==> src/rtl/ifu_fetch_pkg.sv <==
// rtl/ifu_fetch_pkg.sv - shared configuration for the instruction fetch unit
package ifu_fetch_pkg;

  // Instruction and address width used by the fetch unit and its queue
  localparam int unsigned IFU_XLEN = 32;

  // Sequential PC step, one 32-bit instruction
  localparam int unsigned IFU_PC_INC = 4;

  // Fetch-queue depths the design supports (power of two, so pointers wrap naturally)
  localparam int unsigned IFU_FQ_DEPTH_SMALL   = 2;
  localparam int unsigned IFU_FQ_DEPTH_LARGE   = 4;
  localparam int unsigned IFU_FQ_DEPTH_DEFAULT = IFU_FQ_DEPTH_SMALL;

  // Fetch sequencer states
  typedef enum logic [1:0] {
    ST_IDLE     = 2'd0,
    ST_FETCH    = 2'd1,
    ST_WAIT_RSP = 2'd2
  } ifu_state_e;

  // True for a queue depth the fetch unit can be built with
  function automatic bit fq_depth_legal(input int unsigned depth);
    return (depth == IFU_FQ_DEPTH_SMALL) || (depth == IFU_FQ_DEPTH_LARGE);
  endfunction

endpackage

==> src/rtl/ifu_fetch_fifo.sv <==
// rtl/ifu_fetch_fifo.sv - fetch queue holding {pc, instruction} pairs, head shown combinationally
module ifu_fetch_fifo
  import ifu_fetch_pkg::*;
#(
  parameter int unsigned XLEN  = IFU_XLEN,
  parameter int unsigned DEPTH = IFU_FQ_DEPTH_DEFAULT,
  localparam int unsigned AW   = $clog2(DEPTH),
  localparam int unsigned CW   = $clog2(DEPTH) + 1
) (
  input  logic            clk,
  input  logic            rst_n,
  input  logic            push,
  input  logic [XLEN-1:0] push_pc,
  input  logic [XLEN-1:0] push_data,
  input  logic            pop,
  input  logic            clear,
  output logic [CW-1:0]   count,
  output logic            head_valid,
  output logic [XLEN-1:0] head_pc,
  output logic [XLEN-1:0] head_data
);

  logic [XLEN-1:0] pc_mem_q   [DEPTH];
  logic [XLEN-1:0] pc_mem_d   [DEPTH];
  logic [XLEN-1:0] data_mem_q [DEPTH];
  logic [XLEN-1:0] data_mem_d [DEPTH];
  logic [AW-1:0]   wr_ptr_q, wr_ptr_d;
  logic [AW-1:0]   rd_ptr_q, rd_ptr_d;
  logic [CW-1:0]   count_q, count_d;
  logic            do_push, do_pop;
  logic            full;

  assign full       = (count_q == CW'(DEPTH));
  assign head_valid = (count_q != '0);
  assign do_pop     = pop && head_valid;
  // A push into a full queue is accepted only when the head leaves in the same cycle
  assign do_push    = push && (!full || do_pop);

  assign count     = count_q;
  assign head_pc   = pc_mem_q[rd_ptr_q];
  assign head_data = data_mem_q[rd_ptr_q];

  // Next-state for storage, pointers and occupancy; clear wins over push/pop
  always_comb begin
    pc_mem_d   = pc_mem_q;
    data_mem_d = data_mem_q;
    wr_ptr_d   = wr_ptr_q;
    rd_ptr_d   = rd_ptr_q;
    count_d    = count_q;
    if (clear) begin
      wr_ptr_d = '0;
      rd_ptr_d = '0;
      count_d  = '0;
    end else begin
      if (do_push) begin
        pc_mem_d[wr_ptr_q]   = push_pc;
        data_mem_d[wr_ptr_q] = push_data;
        wr_ptr_d             = wr_ptr_q + AW'(1);
      end
      if (do_pop) begin
        rd_ptr_d = rd_ptr_q + AW'(1);
      end
      count_d = count_q + CW'(do_push) - CW'(do_pop);
    end
  end

  // Queue state registers
  always_ff @(posedge clk or negedge rst_n) begin
    if (!rst_n) begin
      for (int i = 0; i < int'(DEPTH); i++) begin
        pc_mem_q[i]   <= '0;
        data_mem_q[i] <= '0;
      end
      wr_ptr_q <= '0;
      rd_ptr_q <= '0;
      count_q  <= '0;
    end else begin
      pc_mem_q   <= pc_mem_d;
      data_mem_q <= data_mem_d;
      wr_ptr_q   <= wr_ptr_d;
      rd_ptr_q   <= rd_ptr_d;
      count_q    <= count_d;
    end
  end

endmodule

==> src/rtl/ifu_fetch.sv <==
// rtl/ifu_fetch.sv - instruction fetch sequencer; IFU_ALIGN_CHECK_EN enables redirect alignment check
module ifu_fetch
  import ifu_fetch_pkg::*;
#(
  parameter int unsigned XLEN     = IFU_XLEN,
  parameter int unsigned FQ_DEPTH = IFU_FQ_DEPTH_DEFAULT
) (
  input  logic            clk,
  input  logic            rst_n,
  input  logic [XLEN-1:0] pc_addr,
  output logic            pc_write_en,
  output logic [XLEN-1:0] pc_write_addr,
  output logic            imem_req,
  output logic [XLEN-1:0] imem_addr,
  input  logic            imem_rvalid,
  input  logic [XLEN-1:0] imem_rdata,
  input  logic            flush,
  input  logic [XLEN-1:0] flush_addr,
  output logic            inst_valid,
  input  logic            inst_ready,
  output logic [XLEN-1:0] inst_data,
  output logic [XLEN-1:0] inst_pc,
  output logic            misalign_err
);

  // Unsupported depths fall back to the default rather than building a broken queue
  localparam int unsigned DEPTH = fq_depth_legal(FQ_DEPTH) ? FQ_DEPTH : IFU_FQ_DEPTH_DEFAULT;
  localparam int unsigned CW    = $clog2(DEPTH) + 1;

  ifu_state_e      state_q, state_d;
  logic            discard_q, discard_d;
  logic [XLEN-1:0] req_pc_q, req_pc_d;
  logic [XLEN-1:0] hold_pc_q, hold_pc_d;
  logic [XLEN-1:0] hold_data_q, hold_data_d;

  logic            flush_act;
  logic            outstanding;
  logic [CW:0]     occupancy;
  logic            issue;
  logic            fq_push, fq_pop;
  logic [CW-1:0]   fq_count;
  logic            fq_valid;
  logic [XLEN-1:0] fq_head_pc, fq_head_data;
  logic [XLEN-1:0] redirect_pc;
  logic            misaligned;

  // A flush seen while reset is asserted must not disturb the zeroed outputs
  assign flush_act = flush && rst_n;

  // A discarded response still occupies the single outstanding slot
  assign outstanding = (state_q == ST_WAIT_RSP) || discard_q;
  assign occupancy   = {1'b0, fq_count} + (CW+1)'(outstanding);
  assign issue       = (state_q == ST_FETCH) && !flush_act && !discard_q
                       && (occupancy < (CW+1)'(DEPTH));

  // Only a live response in WAIT_RSP enters the queue; flush drops it
  assign fq_push = (state_q == ST_WAIT_RSP) && imem_rvalid && !flush_act;
  assign fq_pop  = fq_valid && inst_ready && !flush_act;

`ifdef IFU_ALIGN_CHECK_EN
  assign misaligned  = flush_act && (flush_addr[1:0] != 2'b00);
  assign redirect_pc = {flush_addr[XLEN-1:2], 2'b00};
`else
  assign misaligned  = 1'b0;
  assign redirect_pc = flush_addr;
`endif

  assign misalign_err = misaligned;

  // PC write and memory request strobes; a redirect overrides a sequential issue
  always_comb begin
    pc_write_en   = 1'b0;
    pc_write_addr = '0;
    imem_req      = 1'b0;
    imem_addr     = '0;
    if (flush_act) begin
      pc_write_en   = 1'b1;
      pc_write_addr = redirect_pc;
    end else if (issue) begin
      pc_write_en   = 1'b1;
      pc_write_addr = pc_addr + XLEN'(IFU_PC_INC);
      imem_req      = 1'b1;
      imem_addr     = pc_addr;
    end
  end

  // Sequencer next state, outstanding address and stale-response tracking
  always_comb begin
    state_d   = state_q;
    discard_d = discard_q;
    req_pc_d  = req_pc_q;
    case (state_q)
      ST_IDLE:     state_d = ST_FETCH;
      ST_FETCH: begin
        if (issue) begin
          state_d  = ST_WAIT_RSP;
          req_pc_d = pc_addr;
        end
      end
      ST_WAIT_RSP: if (imem_rvalid) state_d = ST_FETCH;
      default:     state_d = ST_IDLE;
    endcase
    // The response to a redirected-away request is consumed here and dropped
    if (discard_q && imem_rvalid) discard_d = 1'b0;
    if (flush_act) begin
      state_d = ST_FETCH;
      if ((state_q == ST_WAIT_RSP) && !imem_rvalid) discard_d = 1'b1;
    end
  end

  // Keep the last presented head so the decoder sees stable values when the queue drains
  always_comb begin
    hold_pc_d   = hold_pc_q;
    hold_data_d = hold_data_q;
    if (fq_valid) begin
      hold_pc_d   = fq_head_pc;
      hold_data_d = fq_head_data;
    end
  end

  assign inst_valid = fq_valid;
  assign inst_pc    = fq_valid ? fq_head_pc   : hold_pc_q;
  assign inst_data  = fq_valid ? fq_head_data : hold_data_q;

  // Sequencer and holding registers
  always_ff @(posedge clk or negedge rst_n) begin
    if (!rst_n) begin
      state_q     <= ST_IDLE;
      discard_q   <= 1'b0;
      req_pc_q    <= '0;
      hold_pc_q   <= '0;
      hold_data_q <= '0;
    end else begin
      state_q     <= state_d;
      discard_q   <= discard_d;
      req_pc_q    <= req_pc_d;
      hold_pc_q   <= hold_pc_d;
      hold_data_q <= hold_data_d;
    end
  end

  ifu_fetch_fifo #(
    .XLEN  (XLEN),
    .DEPTH (DEPTH)
  ) u_fifo (
    .clk        (clk),
    .rst_n      (rst_n),
    .push       (fq_push),
    .push_pc    (req_pc_q),
    .push_data  (imem_rdata),
    .pop        (fq_pop),
    .clear      (flush_act),
    .count      (fq_count),
    .head_valid (fq_valid),
    .head_pc    (fq_head_pc),
    .head_data  (fq_head_data)
  );

endmodule

==> config.mk <==
export PLATFORM = sky130hd
export DESIGN_NAME = ifu_fetch
export DESIGN_NICKNAME = d
export VERILOG_FILES = /design/src/rtl/ifu_fetch_pkg.sv /design/src/rtl/ifu_fetch_fifo.sv /design/src/rtl/ifu_fetch.sv
export SDC_FILE = /design/constraint.sdc
export NUM_CORES = 1
export LEC_CHECK = 0
export CORE_AREA = 3 3 189 191
export CTS_CLUSTER_DIAMETER = 30
export DETAILED_ROUTE_END_ITERATION = 10
export DIE_AREA = 0 0 192 194
export GPL_ROUTABILITY_DRIVEN = 0
export PLACE_DENSITY = 0.52
export SETUP_SLACK_MARGIN = 0.3
export SLEW_MARGIN = 5
export SYNTH_ARGS = -nofsm -noshare
export SYNTH_HDL_FRONTEND = slang
export SYNTH_SLANG_ARGS = --single-unit
==> constraint.sdc <==
create_clock -name clk -period 3.2 [get_ports clk]
set_clock_uncertainty 0.2 [all_clocks]
set_input_delay 0.64 -clock clk [delete_from_list [all_inputs] [get_ports clk]]
set_output_delay 0.64 -clock clk [all_outputs]
set_load 0.005 [all_outputs]
---- Yosys cells after proc, flatten, opt, wreduce, memory -nomap -nowiden ----
Cells that the tools add are included.
cells by class
  reduce and logical (&&, ||, !) cells .... 26
  equal/unequal tests ..................... 5
  mux-type cells .......................... 31
  add/sub/neg operators ................... 6
  $lt $le $gt $ge ......................... 4
  bitwise gates (word level) .............. 3
operators by type and width
  kind                                                        number
  two-way mux 32 bit                                          13
  bitwise mux 64 bit                                          2
  adder 32 x 3 -> 32 bit, second input constant               1
  demux 32 bit (select 1 bit)                                 1
  logical AND 1 bit                                           13
  two-way mux 1 bit                                           10
  two-way mux 2 bit                                           4
  != test 3 bit, second input constant                        2
  one-hot mux 2 bit (3 select lines)                          1
  AND reduction 2 bit                                         3
  nonzero test 2 bit                                          3
  equality test 2 bit, second input constant                  2
  greater-or-equal comparator 2 bit, second input constant    2
  logical NOT 1 bit                                           4
  inverter 1 -> 2 bit                                         2
  adder 2 x 1 -> 3 bit                                        1
  less-than comparator 3 x 2 -> 1 bit, second input constant  1
  adder 1 bit, second input constant                          2
  adder 2 x 1 -> 2 bit                                        1
  equality test 2 x 1 -> 1 bit, second input constant         1
  logical NOT 2 bit                                           1
  logical OR 1 bit                                            2
  less-than comparator 2 x 1 -> 1 bit, second input constant  1
  subtractor 2 x 1 -> 2 bit                                   1
  inverter 1 bit                                              1
storage, ports and cells
  register bits after elaboration ......... 231
  output and inout bits ................... 132
  input bits .............................. 101
  logic and storage cells ................. 87

---- Depth between registers and ports, before layout ----
Gate-level depths: netlist (run 1).
  depth after elaboration ................. 9
  depth in mapped cells ................... 11
  mapped depth without buffers ............ 9

---- Cells and area by module ----
A second synthesis (run 1) with hierarchy kept.
second synthesis, totals
  cells, all modules ...................... 798
  area, all modules ....................... 10802.9 µm²
modules (own cells, without submodules)
  module          sequential area each (µm²)  cells an instance  instances  area each (µm²)
  ifu_fetch_fifo  3303.2                      364                1          5975.7
  ifu_fetch       2477.4                      434                1          4827.1

---- Worst setup path before layout (run 1) ----
OpenSTA, ideal clock, no wires.
  path type ............................... input-to-output
  start point ............................. input port pc_addr[2]
  end point ............................... output port pc_write_addr[26]
  buffers on the path ..................... 1
  path slack .............................. 0.116 ns
  required time ........................... 2.360 ns
  arrival ................................. 2.244 ns
  stages .................................. 6
  cell sequence ........................... ha_1 nand4_2 or4_4 buf_6 or4_1 nand3_1
on the way
  cells in the longest elaborated chain, start to end .. 3
RTL lines
  element                 line             RTL
  from (decl)             ifu_fetch.sv:10  input logic [XLEN-1:0] pc_addr,
  adder 32 x 3 -> 32 bit  ifu_fetch.sv:81  pc_write_addr = pc_addr + XLEN'(IFU_PC_INC);
  two-way mux 32 bit      ifu_fetch.sv:79  end else if (issue) begin
  two-way mux 32 bit      ifu_fetch.sv:76  if (flush_act) begin
  to (decl)               ifu_fetch.sv:12  output logic [XLEN-1:0] pc_write_addr,
Every way passes these cells.

---- Final worst setup path (run 1) ----
  start point ............................. register discard_q
  end point ............................... output port pc_write_addr[26]
on the way
  cells in the longest elaborated chain, start to end .. 6
  elaborated cells on any way between the ends .. 8
  those cells by class .................... add/sub: 1; order compare: 1; mux: 2; reduce/logical: 4
RTL lines
  element                              line              RTL
  from (decl)                          ifu_fetch.sv:31   logic discard_q, discard_d;
  from (signal assigned)               ifu_fetch.sv:135  discard_q <= discard_d;
  logical OR 1 bit                     ifu_fetch.sv:51   assign outstanding = (state_q == ST_WAIT_RSP) || discard_q;
  adder 2 x 1 -> 3 bit                 ifu_fetch.sv:52   assign occupancy = {1'b0, fq_count} + (CW+1)'(outstanding);
  less-than comparator 3 x 2 -> 1 bit  ifu_fetch.sv:54   && (occupancy < (CW+1)'(DEPTH));
  logical AND 1 bit *                  ifu_fetch.sv:54
  two-way mux 32 bit *                 ifu_fetch.sv:79
  two-way mux 32 bit *                 ifu_fetch.sv:76
Every way passes the cells marked *; elsewhere a longest branch is shown, timed or not.

==> results of run 1 <==
## metal layers
layer	global-route usage, %	part of all wire (%)	vias up
li1	-	-	3995
met1	22.1	41	4337
met2	31.3	50	237
met3	5.17	6.5	64
met4	5.77	2.3	0
met5	0	0	-
## state kept, by name, indices dropped and copies added (netlist names)
name / cells
u_fifo.rd_ptr_q: 1
hold_pc_q: 32
u_fifo.wr_ptr_q: 1
discard_q: 1
hold_data_q: 32
u_fifo.pc_mem_q: 64
u_fifo.count: 2
u_fifo.data_mem_q: 64
req_pc_q: 32
state_q: 2
## area by class of cell
class | instances | area [sq um] | area share [%]
clock buffer | 77 | 1540 | 8.47
tap | 455 | 569 | 3.14
sequential | 231 | 5790 | 31.9
inverter | 8 | 35.0 | 0.193
clock inverter | 18 | 203 | 1.12
timing repair buffer | 473 | 4530 | 25.0
multi-input combinational | 561 | 5480 | 30.2
## power breakdown
| group | internal, mW | leakage, nW | switching [mW] | total, mW |
|---|---|---|---|---|
| Sequential | 4.20 | 2.91 | 0.798 | 5.00 |
| Combinational | 5.20 | 4.67 | 4.12 | 9.32 |
| Clock | 3.46 | 0.834 | 1.64 | 5.10 |
| Total | 12.9 | 8.41 | 6.56 | 19.4 |
## cells by family after synthesis
group / after synthesis / synth area share (%)
multiplexers: 192 / 20.3
other: 1 / 0.0366
flip-flops: 231 / 56.4
adder cells (fa/ha/maj): 3 / 0.366
AO/OA/AOI/OAI: 132 / 7.93
XOR/XNOR: 17 / 1.45
buffers and inverters: 62 / 2.99
AND/OR/NAND/NOR: 211 / 10.5
## Yosys cell counts (8+ instances only)
cell	instances	area (sq um)
sky130_fd_sc_hd__clkbuf_1	29	109
sky130_fd_sc_hd__a221o_1	9	90.1
sky130_fd_sc_hd__nand4_1	11	68.8
sky130_fd_sc_hd__nand2_1	36	135
sky130_fd_sc_hd__a21oi_1	65	325
sky130_fd_sc_hd__nor4_1	13	81.3
sky130_fd_sc_hd__nand3_1	16	80.1
sky130_fd_sc_hd__nor2_1	73	274
sky130_fd_sc_hd__o21ai_0	17	85.1
sky130_fd_sc_hd__buf_2	13	65.1
sky130_fd_sc_hd__xnor2_1	11	96.3
sky130_fd_sc_hd__mux2_2	128	1440
sky130_fd_sc_hd__and2_1	31	194
sky130_fd_sc_hd__a21o_1	34	255
sky130_fd_sc_hd__inv_1	8	30.0
sky130_fd_sc_hd__dfrtp_1	231	5780
sky130_fd_sc_hd__mux2i_1	64	641
## cells in the final DEF, fill, tap and decap left out, types with 19 or more instances in the layout
master,instances
sky130_fd_sc_hd__clkbuf_16,54
sky130_fd_sc_hd__buf_6,100
sky130_fd_sc_hd__a21oi_2,29
sky130_fd_sc_hd__and2_4,29
sky130_fd_sc_hd__mux2i_1,64
sky130_fd_sc_hd__buf_12,19
sky130_fd_sc_hd__a21o_1,34
sky130_fd_sc_hd__mux2_2,128
sky130_fd_sc_hd__nand2_1,35
sky130_fd_sc_hd__buf_2,85
sky130_fd_sc_hd__dfrtp_1,229
sky130_fd_sc_hd__clkdlybuf4s50_1,84
sky130_fd_sc_hd__a21oi_4,34
sky130_fd_sc_hd__buf_4,137
sky130_fd_sc_hd__nor2_4,63
## worst max-delay path by stage
stage	startpoint	to	cells past startpoint
floorplan	pc_addr[4]	pc_write_addr[26]	6
global placement	pc_addr[12]	pc_write_addr[31]	6
detailed placement	pc_addr[7]	pc_write_addr[31]	6
CTS	discard_q	pc_write_addr[28]	6
global route	discard_q	pc_write_addr[26]	6
finish	discard_q	pc_write_addr[26]	6
## worst max-delay path, stage by stage, from the launching register on
cell	delay, ns
sky130_fd_sc_hd__dfrtp_1	0.38
sky130_fd_sc_hd__or3b_4	0.40
sky130_fd_sc_hd__or3_4	0.40
sky130_fd_sc_hd__buf_8	0.16
sky130_fd_sc_hd__or4_1	0.47
sky130_fd_sc_hd__nand3_1	0.10
sky130_fd_sc_hd__buf_2	0.11
## repair_timing
action / 4_1_cts / 5_1_grt
pin swaps: 68 / 45
endpoints found under the hold margin: 18 / 0
buffers inserted: 80 / 35
gates cloned: 16 / 1
gates resized for setup: 819 / 179
hold buffers: 1 / 0
setup endpoints to repair: 131 / 130
==> impl_metrics.py, run 1 <==
metrics = {
    "run_status": {
        "status": "finished, violations left",
        "violated_checks": "negative setup slack",
    },
    "worst_setup_path": {
        "worst_r2r_endpoint": "u_fifo.count[1]",
        "cp.arrival_ns": 2.58,
        "cp_data_required_time_ns": 2.36,
        "worst-path-max-fanout": 4,
        "timing.reg2reg.setup_slack_ns": 0.56,
        "endpoint_kind": "output port",
        "worstRegToRegCells": 14,
        "critical_path_class": "register to output port",
        "r2r-start": "u_fifo.count[1]",
        "start_kind": "register",
    },
    "timing": {
        "clock.fmax_mhz": 292,
        "setup_tns_ns": -6.02,
        "finalHoldViolations": 0,
        "finalWorstPathRequiredPeriod_ns": 3.42,
        "unrepaired_setup_endpoints_after_global_routing": "yes",
        "timing_max_transition_violations_final": 0,
        "timing.final.crit_share_pct": 107,
        "final.hold.worst_slack_ns": 0.293,
        "max_slew.worst_pin.slew_ns": 1.00,
        "maxSlewHeadroom_pct": 33.4,
        "final-setup-viol-count": 60,
        "setup_slack_ns": -0.224,
    },
    "global_routing": {
        "grt_start_max_net_pins": 79,
        "number_of_global_route_vias_before_repair": 9182,
        "number_of_antenna_violations_at_the_first_check_in_global_routing": 0,
        "grtUsageTotal_pct": 18.3,
        "final_global_route_overflow_total": 0,
        "grt_pass1_wl_mm": 53.2,
    },
    "routing": {
        "detail_route.iter0.violations": 287,
        "number_of_vias_in_the_routed_layout": 8633,
        "drt.antenna.violating_nets": 0,
        "dr_drc_count": 0,
        "post_drt_via_cell_ratio": 4.74,
        "routed_wirelength_mm": 34.6,
        "post_drt_wl_per_cell_microns": 19.0,
        "drt_pass1_iterations": 4,
    },
    "synthesis": {
        "synth_sequential_area_ratio_pct": 56.4,
        "gate_count_of_the_mapped_netlist": 849,
        "post_synth_num_cell_types": 44,
        "synth_nets": 953,
        "postSynth.topFlopCell": "sky130_fd_sc_hd__dfrtp_1",
        "synth.cell_area_sq_um": 10300,
        "async_reset_ff_share_pct": 100,
        "synth-edff-count": 0,
        "synthesis.yosys.warnings": 0,
        "synth.avg_cell_area_sq_um": 12.1,
        "ys_ff_latch": 231,
    },
    "finish": {
        "layout-area-overhead-vs-synth_pct": 76.9,
        "finalNetCount": 1431,
        "final_design_area_no_fill_sq_um": 18100,
        "layout-drive-gt1-share_pct": 57.5,
        "post_layout_nonfiller_instances": 1823,
        "fill_cells": 2989,
        "util_after_layout_pct": 52.9,
        "diodes": 0,
    },
    "pwr": {
        "p_leak_nw": 8.41,
        "vdd_ir_drop_max_mv": 0.554,
        "pwr_density_cell_nw_per_um2": 1070,
        "total_power_mw": 19.4,
    },
    "hold_path": {
        "type_of_the_worst_min_delay_path": "register to register",
        "hold_depth": 1,
        "whs_endpoint": "req_pc_q[1]",
        "timing.hold.worst.start": "req_pc_q[1]",
    },
    "flow_run": {
        "cap_violations": 0,
    },
    "floorplan": {
        "design.core.area_sq_um": 34300,
        "die_w_microns": 192,
        "floorplan.die.height_microns": 194,
        "placement_row_count": 68,
        "dieArea_sq_um": 37200,
        "floorplan.initialDensity_pct": 29.9,
        "floorplan.io_pins": 233,
    },
    "clocking": {
        "clk_pin_slew_worst_paths_ns": 0.05,
        "max-clock-path-buffers": 3,
        "clk_latency_ns": 0.56,
        "ctsHtreeMaxLevel": 2,
        "root_buffer": "sky130_fd_sc_hd__clkbuf_16",
        "clock_sink_count": 231,
        "tritoncts": "yes",
        "tritoncts.num_buffers": 52,
    },
    "placement": {
        "hpwlAfterDp_mm": 19.6,
        "pre_cts_slack_ns": -0.721,
        "placement.cell_area_sq_um": 13900,
        "dpl_cells": 1595,
        "port_buffers": 231,
    },
}
Power figures use the tool's default switching activity.
==> inputs of run 2 (changes only) <==
--- a/config.mk
+++ b/config.mk
@@ -9,7 +9,6 @@
 export CTS_CLUSTER_DIAMETER = 30
 export DETAILED_ROUTE_END_ITERATION = 10
 export DIE_AREA = 0 0 192 194
-export GPL_ROUTABILITY_DRIVEN = 0
 export PLACE_DENSITY = 0.52
 export SETUP_SLACK_MARGIN = 0.3
 export SLEW_MARGIN = 5
==> constraint.sdc (replaced) <==
create_clock -name clk -period 4 [get_ports clk]
set_clock_uncertainty 0.2 [all_clocks]
set_input_delay 0.8 -clock clk [delete_from_list [all_inputs] [get_ports clk]]
set_output_delay 0.8 -clock clk [all_outputs]
set_load 0.005 [all_outputs]
==> run 2 against run 1 <==
The run now ends clean. Clock-buffer cell count fell by 4. Final cell count shrank 6.6%. Clock power down 8.8%. Via count decreased by 7.6%. Cell area fell by 11%. Die area stayed put. Register-to-register slack improved by 0.81 ns. Core utilization fell by 5.8 points. Sequential cell count is the same. Critical endpoint unchanged.
==> impl_metrics.py, run 2 (synthesis gave the netlist of run 1 again) <==
metrics = {
    "finish": {
        "top_regs": "u_fifo.data_mem_q (64), u_fifo.pc_mem_q (64)",
        "layout.cells.most_common_list": "sky130_fd_sc_hd__dfrtp_1 (230), sky130_fd_sc_hd__clkdlybuf4s50_1 (148), sky130_fd_sc_hd__mux2_2 (128), sky130_fd_sc_hd__buf_4 (79), sky130_fd_sc_hd__nor2_1 (71)",
        "layout-drive-gt1-share_pct": 35.7,
        "final_design_area_no_fill_sq_um": 16100,
        "finalNetCount": 1308,
        "diodes": 0,
        "layout_commonest_cell": "sky130_fd_sc_hd__dfrtp_1",
        "layout-area-overhead-vs-synth_pct": 57.4,
    },
    "routing": {
        "detail_route.iter0.violations": 286,
        "routed_wirelength_mm": 30.7,
        "post_drt_wl_per_cell_microns": 18.0,
        "number_of_vias_in_the_routed_layout": 7979,
        "drt_pass1_iterations": 4,
        "drt.antenna.violating_nets": 0,
        "post_drt_via_cell_ratio": 4.69,
        "dr_drc_count": 0,
    },
    "worst_setup_path": {
        "critPathBufInv": 4,
        "worstPathCellList": "or3b_4 > or3_4 > buf_12 > buf_6 > buf_6 > or4_4 > nand3_2 > buf_2",
        "start_kind": "register",
        "worst_path_most_repeated_cell": "sky130_fd_sc_hd__buf_6",
        "timing.critical_path.max_delay_family": "simple AND/OR/NAND/NOR gates",
        "cp_data_required_time_ns": 3.00,
        "max_stage_delay_ns": 0.51,
        "worst-path-max-fanout": 5,
        "endpoint_kind": "output port",
        "critical_path_class": "register to output port",
        "cp.arrival_ns": 2.79,
        "critical-path-slowest-cell": "sky130_fd_sc_hd__or4_4",
    },
    "floorplan": {
        "floorplan.initialDensity_pct": 29.9,
        "die_w_microns": 192,
        "dieArea_sq_um": 37200,
        "design.core.area_sq_um": 34300,
        "placement_row_count": 68,
        "floorplan.die.height_microns": 194,
        "floorplan.io_pins": 233,
    },
    "flow_run": {
        "cap_violations": 0,
    },
    "pwr": {
        "vdd_ir_drop_max_mv": 0.421,
        "pwr_density_cell_nw_per_um2": 843,
        "total_power_mw": 13.6,
        "p_leak_nw": 7.59,
    },
    "global_routing": {
        "number_of_antenna_violations_at_the_first_check_in_global_routing": 0,
        "grtUsageTotal_pct": 16.3,
        "number_of_global_route_vias_before_repair": 8566,
        "final_global_route_overflow_total": 0,
        "grt_pass1_wl_mm": 48.2,
        "grt_start_max_net_pins": 159,
    },
    "timing": {
        "finalWorstPathRequiredPeriod_ns": 3.79,
        "setup_slack_ns": 0.206,
        "final-setup-viol-count": 0,
        "timing.final.crit_share_pct": 94.9,
        "clock.fmax_mhz": 264,
        "unrepaired_setup_endpoints_after_global_routing": "yes",
        "max_slew.worst_pin.slew_ns": 0.925,
        "timing_max_transition_violations_final": 0,
        "setup_tns_ns": 0,
        "maxSlewHeadroom_pct": 38.3,
        "finalHoldViolations": 0,
    },
    "placement": {
        "gp_congestion": 0.836,
        "hpwlAfterDp_mm": 19.2,
        "port_buffers": 231,
        "pre_cts_slack_ns": -0.327,
        "placement.cell_area_sq_um": 13600,
    },
    "clocking": {
        "tritoncts.num_buffers": 57,
        "tritoncts": "yes",
        "max-clock-path-buffers": 3,
        "root_buffer": "sky130_fd_sc_hd__clkbuf_16",
        "clk_latency_ns": 0.56,
        "post_cts_hold_buffer_count": 0,
        "clock_sink_count": 231,
        "clk_pin_slew_worst_paths_ns": 0.04,
        "ctsHtreeMaxLevel": 2,
    },
    "run_status": {
        "status": "finished, final reports clean",
    },
    "hold_path": {
        "type_of_the_worst_min_delay_path": "input pin to async pin",
    },
}
==> run 2: cell types whose count changed in the layout (fill, tap and decap cells not counted), moves of 34 or more <==
cell / previous run / this run
sky130_fd_sc_hd__nor2_4: 63 / 1
sky130_fd_sc_hd__a21oi_1: 2 / 65
sky130_fd_sc_hd__buf_4: 137 / 79
sky130_fd_sc_hd__nor2_1: 7 / 71
sky130_fd_sc_hd__buf_2: 85 / 12
sky130_fd_sc_hd__clkdlybuf4s50_1: 84 / 148
sky130_fd_sc_hd__buf_6: 100 / 27
sky130_fd_sc_hd__a21oi_4: 34 / 0
==> run 2: what timing repair did <==
item,in CTS,in global routing
cloned,5,1
setup endpoints to repair,82,88
gates resized for setup,204,92
buffers inserted,21,12
pin swaps,18,17
==> run 2: routing by layer <==
| metal | wire length (microns) | global-route usage (%) | vias to the layer above |
|---|---|---|---|
| li1 | - | - | 3751 |
| met1 | 13300 | 20.6 | 3929 |
| met2 | 14500 | 26.6 | 241 |
| met3 | 2110 | 4.95 | 58 |
| met4 | 732 | 5.45 | 0 |
| met5 | 0 | 0 | - |
==> run 2: worst paths after layout <==
check                                start                    end  slack [ns]  cells after the start
setup / recovery           u_fifo.count[1]      pc_write_addr[26]        0.21                      8
hold / removal                       rst_n        u_fifo.count[0]        0.21                      2
setup reg to reg           u_fifo.count[1]  u_fifo.data_mem_q[26]        1.37                      7
hold reg to reg                req_pc_q[5]            req_pc_q[5]        0.29                      1
max in group asynchronous            rst_n  u_fifo.data_mem_q[49]        1.95                      3
min in group clk               req_pc_q[5]            req_pc_q[5]        0.29                      1
==> run 2: layout make-up <==
class,instances,area (sq um)
clock buffer,73,1610
clock inverter,30,394
fill,3144,18100
inverter,8,33.8
multi-input combinational,558,4400
sequential,231,5780
tap,455,569
timing repair buffer,348,3360
==> run 2: per-stage QoR <==
| step | cells | hold slack (ns) | util [%] |
|---|---|---|---|
| after floorplan | 849 | 0.257 | - |
| after global placement | 1561 | 0.278 | 39.6 |
| after detailed placement | 1561 | 0.285 | 39.6 |
| after CTS | 1690 | 0.283 | 46.4 |
| after global routing | 1703 | 0.310 | 47.1 |
| final | 1703 | 0.212 | 47.1 |
==> run 2: power by group <==
group | total (mW) | internal [mW] | switching [mW]
combinational | 5.14 | 2.91 | 2.23
sequential | 3.82 | 3.35 | 0.474
clock | 4.65 | 3.26 | 1.39
total | 13.6 | 9.52 | 4.10
==> inputs of run 3 (changes only) <==
--- a/config.mk
+++ b/config.mk
@@ -5,13 +5,14 @@
 export SDC_FILE = /design/constraint.sdc
 export NUM_CORES = 1
 export LEC_CHECK = 0
-export CORE_AREA = 3 3 189 191
+export CORE_AREA = 3 3 194 196
 export CTS_CLUSTER_DIAMETER = 30
 export DETAILED_ROUTE_END_ITERATION = 10
-export DIE_AREA = 0 0 192 194
-export PLACE_DENSITY = 0.52
+export DIE_AREA = 0 0 197 199
+export PLACE_DENSITY = 0.53
 export SETUP_SLACK_MARGIN = 0.3
 export SLEW_MARGIN = 5
 export SYNTH_ARGS = -nofsm -noshare
 export SYNTH_HDL_FRONTEND = slang
+export SYNTH_HIERARCHICAL = 1
 export SYNTH_SLANG_ARGS = --single-unit
==> constraint.sdc (replaced) <==
create_clock -name clk -period 3.4 [get_ports clk]
set_clock_uncertainty 0.2 [all_clocks]
set_input_delay 0.68 -clock clk [delete_from_list [all_inputs] [get_ports clk]]
set_output_delay 0.68 -clock clk [all_outputs]
set_load 0.005 [all_outputs]
==> run 3 against run 2 <==
The run now ends with negative setup slack left. Critical endpoint is now pc_write_addr[28]. Largest cell class unchanged. Area after synthesis grew 5.4%. Critical path type unchanged. Clock-buffer cell count grew 15. Sequential cell count is the same. Global-route usage increased by 1.8 points. Synthesized cell count shrank 6.0%. Die area is 5.2% higher. Register-to-register slack got worse by 0.58 ns. Wire length up 16%. Worst setup slack got worse by 0.22 ns.
==> impl_metrics.py, run 3 <==
metrics = {
    "timing": {
        "timing_max_transition_violations_final": 0,
        "clock.fmax_mhz": 293,
        "final-setup-viol-count": 3,
        "final.hold.worst_slack_ns": 0.281,
        "timing.final.crit_share_pct": 100,
        "setup_slack_ns": -0.0124,
        "max_slew.worst_pin.slew_ns": 0.906,
        "maxSlewHeadroom_pct": 39.6,
        "finalWorstPathRequiredPeriod_ns": 3.41,
        "unrepaired_setup_endpoints_after_global_routing": "yes",
        "finalHoldViolations": 0,
    },
    "pwr": {
        "cell_internal_pwr_mw": 13.5,
        "power.switching_fraction_pct": 27.9,
        "comb_power_share_pct": 40.2,
        "share_clk_of_total_power_pct": 34.9,
        "vdd_ir_drop_max_mv": 0.375,
        "seq_power_share_pct": 24.9,
        "pwr_density_cell_nw_per_um2": 1020,
        "p_leak_nw": 8.84,
        "total_switching_power_mw": 5.24,
        "total_power_mw": 18.8,
    },
    "floorplan": {
        "dieArea_sq_um": 39200,
        "design.core.area_sq_um": 36300,
        "placement_row_count": 70,
        "die_w_microns": 197,
        "floorplan.die.height_microns": 199,
        "floorplan.initialDensity_pct": 29.8,
        "floorplan.io_pins": 233,
    },
    "hold_path": {
        "timing.hold.worst.start": "u_fifo/pc_mem_q[30]",
        "type_of_the_worst_min_delay_path": "register to register",
    },
    "run_status": {
        "status": "finished, violations left",
        "violated_checks": "negative setup slack",
    },
    "global_routing": {
        "grt_pass1_wl_mm": 54.8,
        "number_of_global_route_vias_before_repair": 9204,
        "final_global_route_overflow_total": 0,
        "grt_start_max_net_pins": 71,
        "grtUsageTotal_pct": 18.1,
        "number_of_antenna_violations_at_the_first_check_in_global_routing": 1,
    },
    "synthesis": {
        "ys_ff_latch": 231,
        "synth_sequential_area_ratio_pct": 53.5,
        "gate_count_of_the_mapped_netlist": 798,
        "async_reset_ff_share_pct": 100,
        "synth_top_cells_by_area": "sky130_fd_sc_hd__dfrtp_1 (54%), sky130_fd_sc_hd__mux2_2 (20%), sky130_fd_sc_hd__mux2_4 (8.3%), sky130_fd_sc_hd__a21o_1 (2.2%), sky130_fd_sc_hd__nand2_1 (1.6%)",
        "synth.cell_area_sq_um": 10800,
        "yosysMostFrequentCell": "sky130_fd_sc_hd__dfrtp_1",
        "synthesis.yosys.warnings": 6,
        "yosys.area.top_type": "sky130_fd_sc_hd__dfrtp_1",
        "synth_nets": 902,
        "synth-edff-count": 0,
        "postSynth.topFlopCell": "sky130_fd_sc_hd__dfrtp_1",
        "synth.avg_cell_area_sq_um": 13.5,
        "post_synth_top_area_share_pct": 53.5,
        "post_synth_num_cell_types": 48,
        "netlist_top_cells_count": "sky130_fd_sc_hd__dfrtp_1 (231), sky130_fd_sc_hd__mux2_2 (192), sky130_fd_sc_hd__mux2_4 (60)",
    },
    "finish": {
        "layout-area-overhead-vs-synth_pct": 70.0,
        "finalNetCount": 1371,
        "layout_commonest_cell": "sky130_fd_sc_hd__dfrtp_1",
        "layout.cells.most_common_list": "sky130_fd_sc_hd__dfrtp_1 (229), sky130_fd_sc_hd__mux2_2 (156), sky130_fd_sc_hd__buf_4 (128), sky130_fd_sc_hd__mux2_4 (96), sky130_fd_sc_hd__buf_6 (89)",
        "top_regs": "u_fifo/data_mem_q (64), u_fifo/pc_mem_q (64)",
        "util_after_layout_pct": 50.6,
        "layout-drive-gt1-share_pct": 60.7,
    },
    "routing": {
        "detail_route.iter0.violations": 228,
        "number_of_vias_in_the_routed_layout": 8421,
        "drt.antenna.violating_nets": 0,
        "routed_wirelength_mm": 35.6,
        "post_drt_via_cell_ratio": 4.71,
        "dr_drc_count": 0,
        "post_drt_wl_per_cell_microns": 19.9,
        "drt_pass1_iterations": 4,
    },
    "placement": {
        "gp_congestion": 0.847,
        "port_buffers": 231,
        "hpwlAfterDp_mm": 21.9,
    },
    "clocking": {
        "max-clock-path-buffers": 3,
        "clock_sink_count": 231,
        "root_buffer": "sky130_fd_sc_hd__clkbuf_16",
        "tritoncts.num_buffers": 68,
        "tritoncts": "yes",
        "clk_latency_ns": 0.55,
        "ctsHtreeMaxLevel": 3,
        "clk_pin_slew_worst_paths_ns": 0.04,
    },
    "worst_setup_path": {
        "critical_path_class": "register to output port",
        "r2r-start": "u_fifo/count[1]",
        "cp.arrival_ns": 2.53,
        "endpoint_kind": "output port",
        "start_kind": "register",
        "cp_data_required_time_ns": 2.52,
        "worst-path-max-fanout": 5,
        "crit_start": "state_q[1]",
    },
    "flow_run": {
        "cap_violations": 0,
    },
}
-- run 3: changes by cell type in the layout (fill, tap and decap cells not counted), moves of 49 or more --
cell,delta
sky130_fd_sc_hd__buf_2,+62
sky130_fd_sc_hd__a21oi_1,-64
sky130_fd_sc_hd__mux2i_1,-64
sky130_fd_sc_hd__clkdlybuf4s50_1,-73
sky130_fd_sc_hd__mux2_4,+96
sky130_fd_sc_hd__buf_6,+62
sky130_fd_sc_hd__buf_4,+49
sky130_fd_sc_hd__nor2_1,-63
-- run 3: power groups by stage --
stage          Sequential, mW  Combinational [mW]  Clock [mW]
2_1_floorplan            4.48                3.16           0
3_3_place_gp             4.65                6.03           0
3_5_place_dp             4.69                6.07           0
4_1_cts                  4.67                7.37        6.71
5_1_grt                  4.84                8.11        6.88
6_report                 4.67                7.54        6.56
-- run 3: final timing paths --
check,to,slack (ns),depth (start not counted)
worst min register to register,u_fifo/pc_mem_q[30],0.28,1
worst max-delay path,pc_write_addr[28],-0.01,7
max in group asynchronous,req_pc_q[11],1.22,4
min in group asynchronous,u_fifo/data_mem_q[0],0.52,3
worst max register to register,u_fifo/data_mem_q[51],0.79,7
worst min-delay path,u_fifo/pc_mem_q[30],0.28,1
-- run 3: area by class of cell --
cell class	count	area, sq um
Inverter	13	60.1
Fill cell	3210	17900
Timing Repair Buffer	446	4290
Multi-Input combinational cell	507	5240
Clock inverter	34	490
Antenna cell	1	2.50
Tap cell	468	586
Clock buffer	88	1910
Sequential cell	231	5790
-- run 3: critical path, stage by stage (launching register included) --
cell                      delay (ns)
sky130_fd_sc_hd__dfrtp_1        0.38
sky130_fd_sc_hd__or4b_4         0.55
sky130_fd_sc_hd__buf_6          0.14
sky130_fd_sc_hd__buf_8          0.13
sky130_fd_sc_hd__nor3_2         0.11
sky130_fd_sc_hd__or4b_4         0.47
sky130_fd_sc_hd__nand3_1        0.10
sky130_fd_sc_hd__buf_2          0.11
-- run 3: cell families after synthesis --
family                   share of synthesized area (%)
multiplexers                                      28.8
flip-flops                                        53.5
AND/OR/NAND/NOR                                   8.50
AO/OA/AOI/OAI                                     4.54
buffers and inverters                             3.08
XOR/XNOR                                          1.22
adder cells (fa/ha/maj)                          0.348
other                                           0.0347
-- run 3: timing repair --
item                                   CTS  global route
buffers inserted                        65            21
endpoints found under the hold margin   28             0
pin swaps                               60            26
resized for setup                      765            53
setup endpoints to repair              131            91
gates cloned                            13             1
hold buffers                             1             0
-- run 3: through the flow --
stage	TNS (ns)	cell area [sq um]	setup WS [ns]	cells
floorplan	0	10800	0.323	798
global placement	-15.36	14500	-0.969	1564
detailed placement	-15.28	14500	-0.971	1564
CTS	-0.108	18100	-0.0308	1765
global route	-0.486	18400	-0.0952	1787
finish	-0.0336	18400	-0.0124	1788
-- run 3: layer usage --
layer	part of all wire [%]	vias up	track usage (%)	wire length, microns
met5	0.028	-	0	10
met4	2.6	2	5.68	908
met3	6.5	64	5.91	2310
met2	48	273	29.9	16900
met1	43	4228	22.7	15400
li1	-	3854	-	-
==> patch: new RTL, settings of run 2 <==
Encoding of `ifu_state_e`: now one-hot (3 bits for 3 states).
--- a/src/rtl/ifu_fetch_pkg.sv
+++ b/src/rtl/ifu_fetch_pkg.sv
@@ -14,8 +14,8 @@
 
   // Fetch sequencer states
-  typedef enum logic [1:0] {
-    ST_IDLE     = 2'd0,
-    ST_FETCH    = 2'd1,
-    ST_WAIT_RSP = 2'd2
+  typedef enum logic [2:0] {
+    ST_IDLE     = 3'b001,
+    ST_FETCH    = 3'b010,
+    ST_WAIT_RSP = 3'b100
   } ifu_state_e;
 
Behaviour: no difference found for any inputs over 4 cycles, from zero or initial values and one cycle with rst_n low; so few cycles prove little.
==> patch against run 2 <==
  * Critical path depth is the same
  * Non-clock buffer count shrank 45
  * Sequential cell count is 1 higher
  * Area after synthesis grew 1.9%
  * Die area did not move
  * Worst setup slack lost 0.050 ns
  * Worst hold slack better by 0.068 ns
  * Largest cell class unchanged
  * Count of clock-buffer cells in the layout grew 28
  * Wire length up 2.5%
  * Final area increased by 0.16%
  * Total power grew 2.3%
  * Combinational power fell by 6.0%
==> patch: results (changes against run 2) <==
[global_route]
routing_usage_on_met1 = 0.214  ; +0.00756
grtUsageMet2 = 0.254  ; -0.0112
grt_first_pass_wirelength_microns = 48100  ; -0.14%
grt_max_degree = 80  ; -50%
globalRouteTotalUtil = 0.165  ; +0.00194
antenna_violations_before_repair = 2  ; +2

[worst_hold_path]
hold_path.class = register to register

[cells_and_area]
final_layout_size_suffix_gt1_frac = 0.282  ; -0.0750
filler_cell_count = 3126  ; -0.57%
sequential_cell_area_sq_mm = 0.00581  ; +0.48%
layout.nets = 1263  ; -3.4%

[worst_setup_path]
cp-endpoint = pc_write_addr[31]
timing.critical_path.from = pc_addr[25]
worstRegToRegCells = 9  ; +2
highest_fanout_seen_on_the_critical_path = 2  ; -3
ff2ff_setup_slack_ns = 1.48  ; +0.11 ns
crit-reg2reg-capture = u_fifo.count[1]
crit-reg2reg-launch = u_fifo.count[0]

[timing]
layout_setup_ws_ns = 0.156  ; -0.0496 ns
max-slew-margin-rel = 0.267  ; -0.116

[placed_design]
dp_cells = 1524  ; -2.4%
dp_worst_setup_slack_ns = -0.157  ; +0.170 ns
dpl.hpwl_microns = 19400  ; +1.3%

[drt]
routedWlPerCell_microns = 18.9  ; +4.8%
firstDrtPassIters = 6  ; +2

[yosys]
yosysSeqAreaShare = 0.556  ; -0.00788
syn_nets = 943  ; -1.0%
mean_instance_size_in_the_synthesized_netlist_sq_um = 12.5  ; +3.1%
ys_types = 43  ; -2.3%

[clock_tree]
clock_tree.htree_level_count = 3  ; +1
clock_insertion_delay_worst_skew_ns = 0.53  ; -0.03 ns

[power_and_ir_drop]
power.static_leakage_nw = 7.79  ; +2.7%
worst_ir_drop_vdd_mv = 0.402  ; -4.4%

[outcome]
run_status = completed

patch: cell count changes in the layout (fill, tap and decap cells not counted), sizes merged, moves of 9 or more:
cell,before,now
clkdlybuf4s15,10,1
nand2,36,27
dlymetal6s2s,4,16
clkdlybuf4s50,148,193
dlygate4sd2,27,14
nor4,13,3
clkbuf,94,108
buf,136,71
patch: what timing repair did:
action | in CTS | in global routing
endpoints found under the hold margin | 23 | 0
resized for setup | 40 | 49
pin swaps | 15 | 10
cloned | 1 | 3
hold buffers | 1 | 0
endpoints found under the setup margin | 37 | 88
buffers inserted | 4 | 13
patch: final cells by class:
type | instances | share of cell area
inverter | 5 | 0.00116
clock inverter | 19 | 0.0156
multi-input combinational | 551 | 0.276
timing repair buffer | 303 | 0.188
sequential | 232 | 0.359
tap | 455 | 0.0352
clock buffer | 101 | 0.125
patch: critical path, stage by stage:
cell             delay (ns)
clkdlybuf4s50_1        0.51
and3_4                 0.19
and3_1                 0.19
nand4_1                0.14
buf_4                  0.17
nor4_1                 0.22
a211o_1                0.14
clkdlybuf4s50_1        0.50
patch: logic make-up (layout without fill, tap and decap cells):
kind of cell / after synthesis / in the layout / synth area share
flops: 232 / 232 / 0.556
simple gates: 196 / 198 / 0.0940
mux: 192 / 192 / 0.221
compound gates: 137 / 137 / 0.0807
buf+inv: 58 / 428 / 0.0278
xor+xnor: 20 / 20 / 0.0168
fa+ha+maj: 3 / 3 / 0.00359
other cells: 1 / 1 / 0.000359
patch: per-layer routing:
layer  wire length (microns)  part of all wire  up-vias
met5                       0                 0        -
met3                    2490             0.079       51
li1                        -                 -     3638
met2                   14400              0.46      273
met4                     616             0.020        0
met1                   13900              0.44     3883
patch: worst min-delay path by stage:
stage	start	endpoint	slack [ns]	cells past startpoint
floorplan	u_fifo.data_mem_q[40]	u_fifo.data_mem_q[40]	0.26	1
global placement	u_fifo.pc_mem_q[42]	u_fifo.pc_mem_q[42]	0.27	1
detailed placement	u_fifo.pc_mem_q[44]	u_fifo.pc_mem_q[44]	0.27	1
CTS	u_fifo.pc_mem_q[44]	u_fifo.pc_mem_q[44]	0.28	1
global route	u_fifo.pc_mem_q[45]	u_fifo.pc_mem_q[45]	0.30	1
finish	u_fifo.pc_mem_q[43]	u_fifo.pc_mem_q[43]	0.28	1
patch: power by group:
| part | internal [mW] | total (mW) | switching [mW] |
|---|---|---|---|
| Combinational | 2.71 | 4.83 | 2.12 |
| Sequential | 3.34 | 3.84 | 0.502 |
| Clock | 3.81 | 5.25 | 1.44 |
| Total | 9.86 | 13.9 | 4.06 |
